$ cat config.mk
export PLATFORM = sky130hd
export DESIGN_NAME = mem_port_arbiter
export DESIGN_NICKNAME = d
export VERILOG_FILES = /design/src/rtl/mem_port_arbiter.sv
export SDC_FILE = /design/constraint.sdc
export NUM_CORES = 1
export LEC_CHECK = 0
export BUFFER_PORTS_ARGS = -buffer_cell sky130_fd_sc_hd__buf_2
export CORE_AREA = 8 8 193 195
export CTS_CLUSTER_DIAMETER = 30
export DETAILED_ROUTE_END_ITERATION = 10
export DIE_AREA = 0 0 201 203
export SYNTH_ARGS = -nofsm -noshare
export SYNTH_HDL_FRONTEND = slang
export SYNTH_SLANG_ARGS = --single-unit
$ cat constraint.sdc
create_clock -name clk -period 8.3 [get_ports clk]
set_clock_uncertainty 0.1 [all_clocks]
set_input_delay 0.83 -clock clk [delete_from_list [all_inputs] [get_ports clk]]
set_output_delay 0.83 -clock clk [all_outputs]
set_load 0.01 [all_outputs]
$ cat src/rtl/mem_port_arbiter.sv
// mem_port_arbiter: round-robin share of one scratchpad port among NUM_REQ
// channels. Define ARB_TIMEOUT_EN to enable the BUSY watchdog and arb_err.
module mem_port_arbiter #(
    parameter int NUM_REQ = 4,
    parameter int AW      = 32,
    parameter int DW      = 32,
    parameter int TIMEOUT = 64
) (
    input  logic                  clk,
    input  logic                  rst,
    input  logic [NUM_REQ-1:0]    req_avail,
    input  logic [NUM_REQ-1:0]    req_r_en,
    input  logic [NUM_REQ-1:0]    req_w_en,
    input  logic [NUM_REQ*AW-1:0] req_ptr,
    input  logic [NUM_REQ*DW-1:0] req_data_store,
    output logic [NUM_REQ-1:0]    req_done,
    output logic [NUM_REQ*DW-1:0] req_data_load,
    output logic [AW-1:0]         mem_addr,
    output logic [DW-1:0]         mem_wdata,
    output logic                  mem_re,
    output logic                  mem_we,
    input  logic [DW-1:0]         mem_rdata,
    input  logic                  mem_ack,
    output logic [NUM_REQ-1:0]    grant,
    output logic                  arb_err
);

    localparam int IW = $clog2(NUM_REQ);
    localparam logic [NUM_REQ-1:0] ONE = 1;

    localparam logic [0:0] IDLE = 1'b0;
    localparam logic [0:0] BUSY = 1'b1;

    if (NUM_REQ < 2 || NUM_REQ > 8 || TIMEOUT < 1) begin : g_bad_cfg
        $error("mem_port_arbiter: unsupported parameter set");
    end

    logic [0:0]         state;
    logic [IW-1:0]      rr_ptr;
    logic [IW-1:0]      gidx;
    logic [IW-1:0]      win_idx;
    logic [IW-1:0]      rr_nxt;
    logic               win_found;
    logic [NUM_REQ-1:0] completed;
    logic [NUM_REQ-1:0] eligible;
    logic               tmo;
    logic               finish;

    assign eligible = req_avail & (req_r_en | req_w_en) & ~completed;
    assign req_done = completed;
    assign rr_nxt   = (gidx == IW'(NUM_REQ - 1)) ? '0 : gidx + 1'b1;
    assign finish   = (state == BUSY) && (mem_ack || tmo);

`ifdef ARB_TIMEOUT_EN
    localparam int CW = $clog2(TIMEOUT + 1);

    logic [CW-1:0] tcnt;

    assign tmo = (state == BUSY) && !mem_ack && (tcnt == CW'(TIMEOUT - 1));

    // Watchdog: count BUSY cycles, restart whenever the FSM sits in IDLE
    always_ff @(posedge clk or posedge rst) begin
        if (rst) begin
            tcnt    <= '0;
            arb_err <= 1'b0;
        end else begin
            if (state == IDLE) tcnt <= '0;
            else               tcnt <= tcnt + 1'b1;
            if (tmo) arb_err <= 1'b1;
        end
    end
`else
    assign tmo     = 1'b0;
    assign arb_err = 1'b0;
`endif

    // First eligible channel at or after rr_ptr, wrapping around
    always_comb begin
        win_found = 1'b0;
        win_idx   = '0;
        for (int k = 0; k < NUM_REQ; k++) begin
            if (!win_found && eligible[(int'(rr_ptr) + k) % NUM_REQ]) begin
                win_found = 1'b1;
                win_idx   = IW'((int'(rr_ptr) + k) % NUM_REQ);
            end
        end
    end

    // Port FSM: latch the winner's access in IDLE, hold it until ack/timeout
    always_ff @(posedge clk or posedge rst) begin
        if (rst) begin
            state     <= IDLE;
            rr_ptr    <= '0;
            gidx      <= '0;
            grant     <= '0;
            mem_addr  <= '0;
            mem_wdata <= '0;
            mem_re    <= 1'b0;
            mem_we    <= 1'b0;
        end else begin
            unique case (state)
                IDLE: begin
                    if (win_found) begin
                        gidx      <= win_idx;
                        grant     <= ONE << win_idx;
                        mem_addr  <= req_ptr[win_idx*AW +: AW];
                        mem_wdata <= req_data_store[win_idx*DW +: DW];
                        mem_we    <= req_w_en[win_idx];
                        mem_re    <= !req_w_en[win_idx];
                        state     <= BUSY;
                    end
                end
                BUSY: begin
                    if (finish) begin
                        grant  <= '0;
                        mem_re <= 1'b0;
                        mem_we <= 1'b0;
                        rr_ptr <= rr_nxt;
                        state  <= IDLE;
                    end
                end
                default: state <= IDLE;
            endcase
        end
    end

    // Per-channel done flag and read-data capture; a finish beats avail low
    always_ff @(posedge clk or posedge rst) begin
        if (rst) begin
            completed     <= '0;
            req_data_load <= '0;
        end else begin
            for (int i = 0; i < NUM_REQ; i++) begin
                if (finish && gidx == IW'(i)) begin
                    completed[i] <= 1'b1;
                    if (mem_ack && mem_re)
                        req_data_load[i*DW +: DW] <= mem_rdata;
                end else if (!req_avail[i]) begin
                    completed[i] <= 1'b0;
                end
            end
        end
    end

endmodule

======== Yosys cells after proc, flatten, opt, wreduce, memory -nomap -nowiden ========
Index checks and enable logic that the tools add are counted.
word-level totals
  register bits ........................... 207
  latch bits .............................. 0
  bits in writable memories ............... 0
  ROM bits ................................ 0
  output and inout bits ................... 203
  logic and storage cells ................. 110
  memories kept ........................... 0
cells by class
  add/subtract/negate cells ............... 4
  $mul .................................... 0
  div/mod/pow operators ................... 0
  order comparisons ....................... 5
  equality and inequality tests ........... 9
  shifts and indexed selects .............. 3
  mux-type cells .......................... 41
  bitwise logic cells ..................... 8
  reduce and logical (&&, ||, !) cells .... 24
operators with widths
  operator                                                                number
  128-bit by 8-bit variable part select with 32-bit output                2
  1-bit 2-to-1 mux                                                        25
  2-bit AND reduction                                                     7
  3-bit by 4-bit < comparator with 1-bit output (second input constant)   3
  1-bit binary-select mux with 2-bit select                               5
  2-bit 2-to-1 mux                                                        5
  2-bit by 1-bit != test with 1-bit output (second input constant)        5
  1-bit logical AND                                                       9
  4-bit bitwise AND                                                       2
  4-bit 2-to-1 mux                                                        2
  4-bit one-hot mux with 2 select lines                                   1
  2-bit by 3-bit < comparator with 1-bit output (second input constant)   2
  1-bit one-hot mux with 2 select lines                                   3
  2-bit OR reduction                                                      3
  2-bit by 1-bit adder with 2-bit output (second input constant)          2
  2-bit adder (second input constant)                                     2
  2-bit equality test (second input constant)                             2
  1-bit zero test                                                         4
  4-bit NOT                                                               1
  4-bit bitwise OR                                                        1
  1-bit by 2-bit << shifter with 4-bit output (first input constant)      1
  1-bit bitwise AND (first input constant)                                3
  2-bit by 1-bit equality test with 1-bit output (second input constant)  1
  2-bit zero test                                                         1
  other kinds (2)                                                         2

======== Longest topological paths before layout ========
Gate-level depths: netlist of run 1.
  word-level depth ........................ 20
  depth in mapped cells ................... 9

======== Least setup slack after synthesis of run 1 ========
Ideal clock, no wire load.
  kind .................................... input -> register
  from .................................... input port req_r_en[1]
  to ...................................... register mem_addr[0]
  arrival time ............................ 2.118 ns
  required time ........................... 8.058 ns
  slack ................................... 5.939 ns
  cell stages on the path ................. 8
  path buffers ............................ 2
  cells stage by stage .................... nor2_1 > o32ai_1 > and3_4 > a211o_1 > nand2_1 > buf_4 > buf_2 > o221ai_1
between the ends
  word-level cells in the longest chain between the ends .. 16
  elaborated cells on any way between the ends .. 30
ends and longest elaborated chain
  what                                                                                             line  RTL
  start: declaration                                                                               12    input logic [NUM_REQ-1:0] req_r_en,
  4-bit bitwise OR (*)                                                                             49    assign eligible = req_avail & (req_r_en | req_w_en) & ~completed;
  4-bit bitwise AND (*) (2 in a row)                                                               49
  1-bit binary-select mux with 2-bit select                                                        82    if (!win_found && eligible[(int'(rr_ptr) + k) % NUM_REQ]) begin
  1-bit 2-to-1 mux (implied by the code)                                                           82
  1-bit 2-to-1 mux                                                                                 82
  1-bit zero test                                                                                  82
  1-bit logical AND                                                                                82
  1-bit 2-to-1 mux                                                                                 82
  1-bit zero test                                                                                  82
  1-bit logical AND                                                                                82
  1-bit 2-to-1 mux                                                                                 82
  1-bit zero test                                                                                  82
  1-bit logical AND                                                                                82
  2-bit 2-to-1 mux or 1-bit 2-to-1 mux (tied branches)                                             82
  128-bit by 8-bit variable part select with 32-bit output or 2-bit AND reduction (tied branches)  -
  end signal: assignment                                                                           106   mem_addr <= req_ptr[win_idx*AW +: AW];
  end: declaration                                                                                 18    output logic [AW-1:0] mem_addr,
Mark *: on every way between the ends. The rest lies on a longest branch, timed or not. The select of a mux whose other input is x is not followed.
A chain may end at the register's enable or synchronous reset.

======== Worst setup path after layout of run 1 ========
  from .................................... register completed[1] (netlist: req_done[1])
  to ...................................... register mem_addr[22]
between the ends
  word-level cells in the longest chain between the ends .. 15
  elaborated cells on any way between the ends .. 29
ends and longest elaborated chain
  what                                                                                             line  RTL
  start: declaration                                                                               44    logic [NUM_REQ-1:0] completed;
  start signal: assignment                                                                         130   completed <= '0;
  start signal: indexed assignment                                                                 135   completed[i] <= 1'b1;
  start signal: indexed assignment                                                                 139   completed[i] <= 1'b0;
  4-bit NOT (*)                                                                                    49
  4-bit bitwise AND (*)                                                                            49
  1-bit binary-select mux with 2-bit select                                                        82
  1-bit 2-to-1 mux (implied by the code)                                                           82
  1-bit 2-to-1 mux                                                                                 82
  1-bit zero test                                                                                  82
  1-bit logical AND                                                                                82
  1-bit 2-to-1 mux                                                                                 82
  1-bit zero test                                                                                  82
  1-bit logical AND                                                                                82
  1-bit 2-to-1 mux                                                                                 82
  1-bit zero test                                                                                  82
  1-bit logical AND                                                                                82
  2-bit 2-to-1 mux or 1-bit 2-to-1 mux (tied branches)                                             82
  128-bit by 8-bit variable part select with 32-bit output or 2-bit AND reduction (tied branches)  -
Marks and branches as above.

==> results.py, run 1 <==
metrics = {
    "cts": {
        "cts.sinks": 207,
        "clk_latency_ps": 530,
        "clk_path_buf_depth": 3,
        "root_buffer": "clkbuf_16",
        "cts_resized": 0,
        "htree_levels": 2,
        "clk_pin_slew_worst_paths_ps": 50,
        "hold_buffers": 0,
        "numCtsBuffers": 46,
        "postCtsSetupRepairBufs": 0,
        "cts_tree": "built",
    },
    "route": {
        "drtPass1Iterations": 4,
        "vias_per_cell": 4.66,
        "drtAntennaViolNets": 0,
        "remaining_drc_errors": 0,
        "drtIter0Drc": 317,
        "vias": 8031,
        "wl_um": 34900,
        "wl_per_cell_um": 20.3,
    },
    "critical_path": {
        "max_stage_delay_ps": 510,
        "cp_num_buf_inv": 1,
        "worst-r2r-cell-count": 7,
        "critPathMaxFanout": 132,
        "crit_type": "reg -> reg",
        "required_ps": 8560,
        "startpoint_type": "flop",
        "cp-end-kind": "flop",
        "r2r_slack_ps": 5460,
        "slowest_stage": "buf_12",
        "arrival_ps": 3100,
        "cp.depth": 7,
        "cp_cell_sequence": "nand2b_1, o22ai_2, nand2_1, o22ai_4, buf_12, mux2i_1, o221ai_1",
        "timing.rr.end": "mem_addr[22]",
        "critPathTopFamily": "compound AO/OA/AOI/OAI gates",
        "r2r-start": "req_done[1]",
    },
    "pwr": {
        "peakVddDrop_mv": 0.234,
        "powerDensity_mw_per_mm2": 405,
        "leakage_nw": 7.29,
    },
    "floorplanning": {
        "row_count": 68,
        "pin_count": 506,
        "die_h_um": 203,
        "dieArea_sq_mm": 0.0408,
        "core_sq_mm": 0.0341,
        "die_w_um": 201,
        "start_util": 0.280,
    },
    "flow_run": {
        "maxCapViolations": 0,
    },
    "placed_design": {
        "io_buffer_count": 504,
        "place_hpwl_um": 26400,
        "dpl.cell_count": 1638,
        "place.gp.congestion": 0.793,
    },
    "hold_path": {
        "hold_depth": 2,
        "hp-class": "reg -> reg",
        "hold_start": "mem_addr[9]",
        "worst_hold_path.endpoint": "mem_addr[9]",
    },
    "logic_synthesis": {
        "avgSynthCellArea_sq_um": 13.3,
        "ys.flop_type": "dfrtp_1",
        "ys_seq_area_frac": 0.542,
        "synth_top_cell_area_share": 0.542,
        "synth_cell_types": 44,
        "synth_area_sq_mm": 0.00956,
        "ys_ff_latch": 207,
        "yosys-top-cells-area": "dfrtp_1 (54%), mux2_2 (15%), mux2i_1 (14%)",
        "synth_area_leader_cell": "dfrtp_1",
        "synth-edff-count": 0,
        "postSynth.asyncResetShare": 1.00,
        "ys_warn_count": 0,
        "synthCells": 721,
        "syn-num-nets": 1028,
    },
    "sta": {
        "fmax_ghz": 0.352,
        "finalHoldViolations": 0,
        "report.final.slew_viol_count": 0,
        "rsz0062_at_grt": "no",
        "maxSlewHeadroom": 0.296,
        "hold_slack_ps": 377,
        "setup_violations": 0,
        "worstMarginPinSlew_ps": 1060,
        "post-route-period-util": 0.342,
        "totalNegativeSetupSlack_ps": 0,
        "final.min_clock_period_ps": 2840,
    },
    "grt": {
        "gr-total-overflow": 0,
        "grt_max_degree": 133,
        "grt_pass1_vias": 8752,
        "groute.usage.overall": 0.163,
        "grt_pass1_wl_um": 53000,
        "antenna_found_initial": 5,
    },
    "run_status": {
        "outcome": "complete, no violations",
    },
    "layout": {
        "instances_no_fill": 1722,
        "layout.nets": 1538,
        "layout-drive-gt1-share": 0.583,
        "area_growth_pct": 46.8,
    },
}
through the flow:
stage                     worst slack [ps]  power, mW  instance area (sq um)   util
final                                 5460       5.69                  14000  0.411
after global placement                5000       3.87                  12400  0.365
after global routing                  5320       6.03                  14000  0.411
after detailed placement              4980       3.92                  12400  0.365
after CTS                             5480       5.78                  14000  0.411
after floorplan                       1720       3.04                   9560      -
cell type report:
cell class,instances,area [sq um]
antenna,4,10.0
clock buffer,61,1320
clock inverter,19,262
fill,3345,20100
inverter,7,33.8
multi-input combinational,456,4060
sequential,207,5180
tap,455,569
timing repair buffer,513,2600
cell families (layout without fill, tap and decap cells):
kind of cell             Yosys count  after routing  synth area share
other                              1              5          0.000392
flip-flops                       207            207             0.542
AO/OA/AOI/OAI                     89             89            0.0803
adder cells (fa/ha/maj)            4              4           0.00523
AND/OR/NAND/NOR                  102            102            0.0479
multiplexers                     260            260             0.289
buffers and inverters             58            600            0.0352
layout by cell type (no fill, tap or decap), types with 3 or more instances in the layout:
cell type / count
nand3_1: 4
clkbuf_16: 46
bufinv_16: 5
clkinv_2: 7
buf_2: 504
clkbuf_8: 11
and3_1: 3
clkbuf_1: 4
mux2i_1: 130
buf_4: 8
ha_1: 4
diode_2: 4
dfrtp_1: 207
inv_1: 6
a22o_1: 4
o221ai_1: 65
mux2_2: 128
nor2_1: 7
clkinvlp_4: 5
nand2_1: 73
per-layer routing:
| metal | global-route usage | vias to the layer above | share of wire |
|---|---|---|---|
| li1 | - | 3714 | - |
| met1 | 0.176 | 3910 | 0.37 |
| met2 | 0.285 | 347 | 0.51 |
| met3 | 0.0695 | 58 | 0.097 |
| met4 | 0.0544 | 2 | 0.023 |
| met5 | 0 | - | 0.00032 |
worst max-delay path by stage:
stage	slack, ps	start	end
after CTS	5480	req_done[1]	mem_addr[22]
after floorplan	1720	rst	gidx[0]
after detailed placement	4980	req_w_en[0]	mem_addr[22]
after global placement	5000	req_w_en[0]	mem_addr[22]
after global routing	5320	req_done[1]	mem_addr[22]
final	5460	req_done[1]	mem_addr[22]
cell usage after synthesis, types with 2 or more instances:
| cell type | n |
|---|---|
| dfrtp_1 | 207 |
| mux2i_1 | 130 |
| mux2_2 | 128 |
| nand2_1 | 75 |
| o221ai_1 | 65 |
| buf_1 | 13 |
| buf_6 | 13 |
| clkbuf_1 | 12 |
| buf_2 | 11 |
| inv_1 | 7 |
| nor2_1 | 7 |
| a22o_1 | 4 |
| ha_1 | 4 |
| nand3_1 | 4 |
| and3_1 | 3 |
| o22ai_1 | 3 |
| buf_4 | 2 |
| mux2_1 | 2 |
| nand2b_4 | 2 |
| o21ai_0 | 2 |
| o21ai_1 | 2 |
| o31ai_1 | 2 |
| or2_1 | 2 |
flip-flops by register name, indices dropped and copies added, names as in the netlist:
register	count
mem_addr	32
rr_ptr	2
gidx	2
grant	4
req_data_load	128
mem_we	1
state	1
mem_wdata	32
req_done	4
mem_re	1
power by group:
group | internal (mW) | leakage, nW | switching (mW)
logic | 0.992 | 3.91 | 1.13
registers | 1.50 | 2.61 | 0.255
clock network | 1.26 | 0.765 | 0.557
worst min-delay path: cells and delay by family, from the launching register on:
| kind | cells | cell delay (ps) |
|---|---|---|
| compound gates | 1 | 60 |
| flops | 1 | 330 |
| simple gates | 1 | 50 |
No activity file was read; power rests on OpenSTA's default activity.
==> run 2: changes to the inputs <==
==> constraint.sdc (replaced) <==
create_clock -name clk -period 2.5 [get_ports clk]
set_clock_uncertainty 0.1 [all_clocks]
set_input_delay 0.25 -clock clk [delete_from_list [all_inputs] [get_ports clk]]
set_output_delay 0.25 -clock clk [all_outputs]
set_load 0.01 [all_outputs]
==> run 2 against run 1 <==
First-iteration DRC count rose by 22%. Largest cell class is now buffers. Count of clock-buffer cells in the layout rose by 9. Sequential power rose to 3.3 times the previous value. Cell count rose by 20%. Maximum frequency rose by 21%. Highest routed layer unchanged. Utilization rose by 10 points. Clock power rose to 3.7 times the previous value. Die area did not move. Register-to-register slack got worse by 5300 ps. Combinational power rose to 3.8 times the previous value. Non-clock buffer count rose by 316.
==> results.py, run 2 (synthesis results as in run 1) <==
metrics = {
    "pwr": {
        "intPower_mw": 13.4,
        "peakVddDrop_mv": 1.01,
        "power_frac_seq": 0.286,
        "combPwrFrac": 0.389,
        "net-switching-power_mw": 7.02,
        "leakage_nw": 8.76,
        "power.share.clock": 0.325,
        "switching_share": 0.343,
        "powerDensity_mw_per_mm2": 1170,
        "power.total_mw": 20.5,
    },
    "flow_run": {
        "maxCapViolations": 0,
    },
    "floorplanning": {
        "die_w_um": 201,
        "die_h_um": 203,
        "core_sq_mm": 0.0341,
        "dieArea_sq_mm": 0.0408,
        "start_util": 0.280,
        "pin_count": 506,
        "row_count": 68,
    },
    "sta": {
        "finalHoldViolations": 0,
        "worst_slack_ps": 162,
        "report.final.slew_viol_count": 0,
        "maxSlewHeadroom": 0.649,
        "rsz0062_at_grt": "no",
        "final.min_clock_period_ps": 2340,
        "totalNegativeSetupSlack_ps": 0,
        "hold_slack_ps": 68.1,
        "post-route-period-util": 0.935,
        "worstMarginPinSlew_ps": 526,
        "fmax_ghz": 0.428,
        "setup_violations": 0,
    },
    "critical_path": {
        "cp-end-kind": "flop",
        "arrival_ps": 2640,
        "critPathMaxFanout": 10,
        "r2r_slack_ps": 160,
        "startpoint_type": "flop",
        "required_ps": 2800,
        "crit_type": "reg -> reg",
    },
    "grt": {
        "antenna_found_initial": 14,
        "grt_pass1_wl_um": 66300,
        "grt_pass1_vias": 11383,
        "gr-total-overflow": 0,
        "groute.usage.overall": 0.205,
        "grt_max_degree": 67,
    },
    "layout": {
        "final_area_sq_mm": 0.0175,
        "layout-drive-gt1-share": 0.477,
        "final_util": 0.514,
        "area_growth_pct": 83.3,
        "mostFrequentLayoutCell": "buf_2",
        "largest_reg_flops": 128,
        "layout.nets": 1858,
        "instances_no_fill": 2058,
        "regMostFlops": "req_data_load",
        "reg_top3": "req_data_load x128, mem_addr x32, mem_wdata x32",
        "mostFrequentLayoutCells": "buf_2 (504), dlygate4sd3_1 (296), dfrtp_1 (207)",
    },
    "route": {
        "remaining_drc_errors": 0,
        "vias": 9858,
        "vias_per_cell": 4.79,
        "drtIter0Drc": 387,
        "drtAntennaViolNets": 0,
        "wl_um": 43500,
        "drtPass1Iterations": 5,
        "wl_per_cell_um": 21.2,
    },
    "hold_path": {
        "hp-class": "in -> reg",
    },
    "placed_design": {
        "dpl.cell_count": 1655,
        "place_ws_ps": 109,
        "io_buffer_count": 504,
        "placed_area_sq_mm": 0.0127,
        "place_hpwl_um": 27400,
        "place.gp.congestion": 0.825,
    },
    "cts": {
        "clk_pin_slew_worst_paths_ps": 40,
        "cts.sinks": 207,
        "cts_tree": "built",
        "clk_path_buf_depth": 3,
        "cts_resized": 0,
        "root_buffer": "clkbuf_16",
        "clk_latency_ps": 580,
        "numCtsBuffers": 50,
        "htree_levels": 2,
    },
    "run_status": {
        "outcome": "complete, no violations",
    },
}
[run 2: repair_timing]
| item | 4_1_cts | 5_1_grt |
|---|---|---|
| hold buffers | 296 | 0 |
| endpoints found under the hold margin | 274 | 0 |
| setup endpoints to repair | 0 | 28 |
| buffers inserted | 0 | 1 |
[run 2: metal layers]
metal / part of all wire / routed length (um) / vias up / global-route usage
li1: - / - / 4354 / -
met1: 0.36 / 15500 / 4752 / 0.210
met2: 0.50 / 21700 / 582 / 0.351
met3: 0.093 / 4040 / 168 / 0.0765
met4: 0.053 / 2300 / 2 / 0.127
met5: 0.00028 / 12 / - / 0
[run 2: area by class of cell]
cell class / instances / area, sq um
fill: 2784 / 16600
timing repair buffer: 829 / 5900
sequential: 207 / 5180
multi-input combinational: 456 / 4070
clock buffer: 70 / 1400
tap: 455 / 569
clock inverter: 20 / 349
antenna: 14 / 35.0
inverter: 7 / 30.0
[run 2: critical path, stage by stage (launching register included)]
cell,delay (ps)
dfrtp_1,390
nand2b_1,200
o22ai_2,230
nand2_1,130
o22ai_4,230
buf_4,200
clkbuf_16,200
mux2i_1,310
o221ai_1,170
[run 2: path summary, 6_finish.rpt]
check                               endpoint                start  depth (start not counted)
max                              mem_addr[0]          req_done[1]                          8
min                            mem_wdata[23]  req_data_store[119]                          3
max reg2reg                      mem_addr[0]          req_done[1]                          8
min reg2reg                     mem_wdata[2]         mem_wdata[2]                          2
max in group asynchronous  req_data_load[28]                  rst                          4
min in group asynchronous  req_data_load[12]                  rst                          3
[run 2: power groups by stage]
| stage | Clock, mW | Sequential (mW) | Combinational, mW |
|---|---|---|---|
| floorplan | 0 | 6.53 | 3.57 |
| global placement | 0 | 5.75 | 7.31 |
| detailed placement | 0 | 5.83 | 7.40 |
| CTS | 6.76 | 5.82 | 7.79 |
| global route | 6.93 | 6.05 | 8.55 |
| finish | 6.64 | 5.85 | 7.97 |
==> run 3: changes to the inputs <==
--- a/config.mk
+++ b/config.mk
@@ -10,6 +10,7 @@
 export CTS_CLUSTER_DIAMETER = 30
 export DETAILED_ROUTE_END_ITERATION = 10
 export DIE_AREA = 0 0 201 203
+export PLACE_DENSITY = 0.55
 export SYNTH_ARGS = -nofsm -noshare
 export SYNTH_HDL_FRONTEND = slang
 export SYNTH_SLANG_ARGS = --single-unit
==> run 3 against run 2 <==
Worst hold slack better by 70 ps. Maximum frequency down 4.0%. Sequential share of layout area down 0.44 points. Design area up 1.5%. Critical path depth up 1. Cell count up 0.92%. Critical path type is now in -> reg.
==> results.py, run 3 (synthesis results as in run 1) <==
metrics = {
    "sta": {
        "final.min_clock_period_ps": 2440,
        "maxSlewHeadroom": 0.428,
        "worstMarginPinSlew_ps": 857,
        "finalHoldViolations": 0,
        "report.final.slew_viol_count": 0,
        "post-route-period-util": 0.974,
        "fmax_ghz": 0.411,
        "totalNegativeSetupSlack_ps": 0,
        "setup_violations": 0,
        "worst_slack_ps": 65.0,
    },
    "grt": {
        "grt_pass1_vias": 11153,
        "antenna_found_initial": 12,
        "gr-total-overflow": 0,
        "grt_pass1_wl_um": 67100,
        "grt_max_degree": 67,
        "groute.usage.overall": 0.209,
    },
    "placed_design": {
        "dpl.cell_count": 1662,
        "place.gp.congestion": 0.821,
        "io_buffer_count": 504,
        "place_hpwl_um": 28900,
        "place_ws_ps": 116,
    },
    "critical_path": {
        "startpoint_type": "input port",
        "cp-end-kind": "flop",
        "worst-r2r-cell-count": 7,
        "crit_type": "in -> reg",
        "arrival_ps": 2780,
        "critPathMaxFanout": 51,
        "required_ps": 2850,
    },
    "floorplanning": {
        "die_h_um": 203,
        "core_sq_mm": 0.0341,
        "start_util": 0.280,
        "pin_count": 506,
        "die_w_um": 201,
        "row_count": 68,
        "dieArea_sq_mm": 0.0408,
    },
    "layout": {
        "regMostFlops": "req_data_load",
        "layout.nets": 1872,
        "mostFrequentLayoutCell": "buf_2",
        "largest_reg_flops": 128,
        "mostFrequentLayoutCells": "buf_2 (504), dlygate4sd3_1 (297), dfrtp_1 (207)",
        "instances_no_fill": 2077,
        "layout-drive-gt1-share": 0.484,
        "reg_top3": "req_data_load x128, mem_addr x32, mem_wdata x32",
        "area_growth_pct": 86.1,
        "final_util": 0.521,
    },
    "cts": {
        "root_buffer": "clkbuf_16",
        "clk_latency_ps": 560,
        "htree_levels": 2,
        "clk_pin_slew_worst_paths_ps": 40,
        "numCtsBuffers": 57,
        "cts_tree": "built",
        "cts.sinks": 207,
        "clk_path_buf_depth": 3,
    },
    "pwr": {
        "intPower_mw": 14.1,
        "power.share.clock": 0.347,
        "power_frac_seq": 0.275,
        "powerDensity_mw_per_mm2": 1190,
        "peakVddDrop_mv": 0.820,
        "power.total_mw": 21.1,
        "leakage_nw": 8.90,
        "switching_share": 0.335,
        "combPwrFrac": 0.378,
        "net-switching-power_mw": 7.08,
    },
    "hold_path": {
        "hp-class": "in -> reg",
        "hold_depth": 4,
    },
    "route": {
        "wl_um": 44800,
        "drtAntennaViolNets": 0,
        "remaining_drc_errors": 0,
        "drtPass1Iterations": 4,
        "vias": 9927,
        "drtIter0Drc": 371,
        "vias_per_cell": 4.78,
        "wl_per_cell_um": 21.6,
    },
    "flow_run": {
        "maxCapViolations": 0,
    },
    "run_status": {
        "outcome": "complete, no violations",
    },
}
## run 3: metrics by stage
stage | hold WS (ps) | instance area, sq um
finish | 138 | 17800
CTS | 96.2 | 17700
global placement | 363 | 12800
detailed placement | 368 | 12800
global route | 140 | 17800
floorplan | 290 | 9570
## run 3: final cells by class
type	instances	area, sq um
clock inverter	20	303
tap	455	569
inverter	7	30.0
fill	2871	16300
antenna	14	35.0
multi-input combinational	456	4070
clock buffer	82	1660
sequential	207	5180
timing repair buffer	836	5940
## run 3: path summary, 6_finish.rpt
path | endpoint | start | slack, ps
max in group asynchronous | gidx[1] | rst | 1210
min in group asynchronous | mem_addr[17] | rst | 330
hold reg to reg | mem_addr[26] | mem_addr[26] | 380
setup / recovery | mem_wdata[26] | req_w_en[1] | 60
hold / removal | grant[3] | mem_ack | 140
setup reg to reg | mem_wdata[26] | req_done[0] | 90
## run 3: power by group through the flow
stage / Clock (mW) / Sequential, mW / Combinational [mW]
3_5_place_dp: 0 / 5.81 / 7.54
2_1_floorplan: 0 / 6.53 / 3.57
6_report: 7.34 / 5.82 / 7.99
4_1_cts: 7.49 / 5.80 / 7.94
3_3_place_gp: 0 / 5.75 / 7.47
5_1_grt: 7.68 / 6.02 / 8.57
## run 3: metal layers
| layer | wire length [um] | global-route usage |
|---|---|---|
| met5 | 16 | 0 |
| met1 | 16400 | 0.218 |
| met3 | 3940 | 0.0776 |
| met2 | 22500 | 0.363 |
| met4 | 1960 | 0.112 |
## run 3: what timing repair did
action,4_1_cts,5_1_grt
resized for setup,0,0
buffers inserted,0,1
hold buffers,297,0
endpoints found under the hold margin,214,0
endpoints found under the setup margin,0,1
## run 3: worst max-delay path, cell delays in order
cell and delay, ps:
dlygate4sd3_1 580, buf_2 150, nor2_1 300, o32ai_1 150
and3_4 210, a211oi_2 330, nand2_2 90, buf_4 320
o221ai_1 360
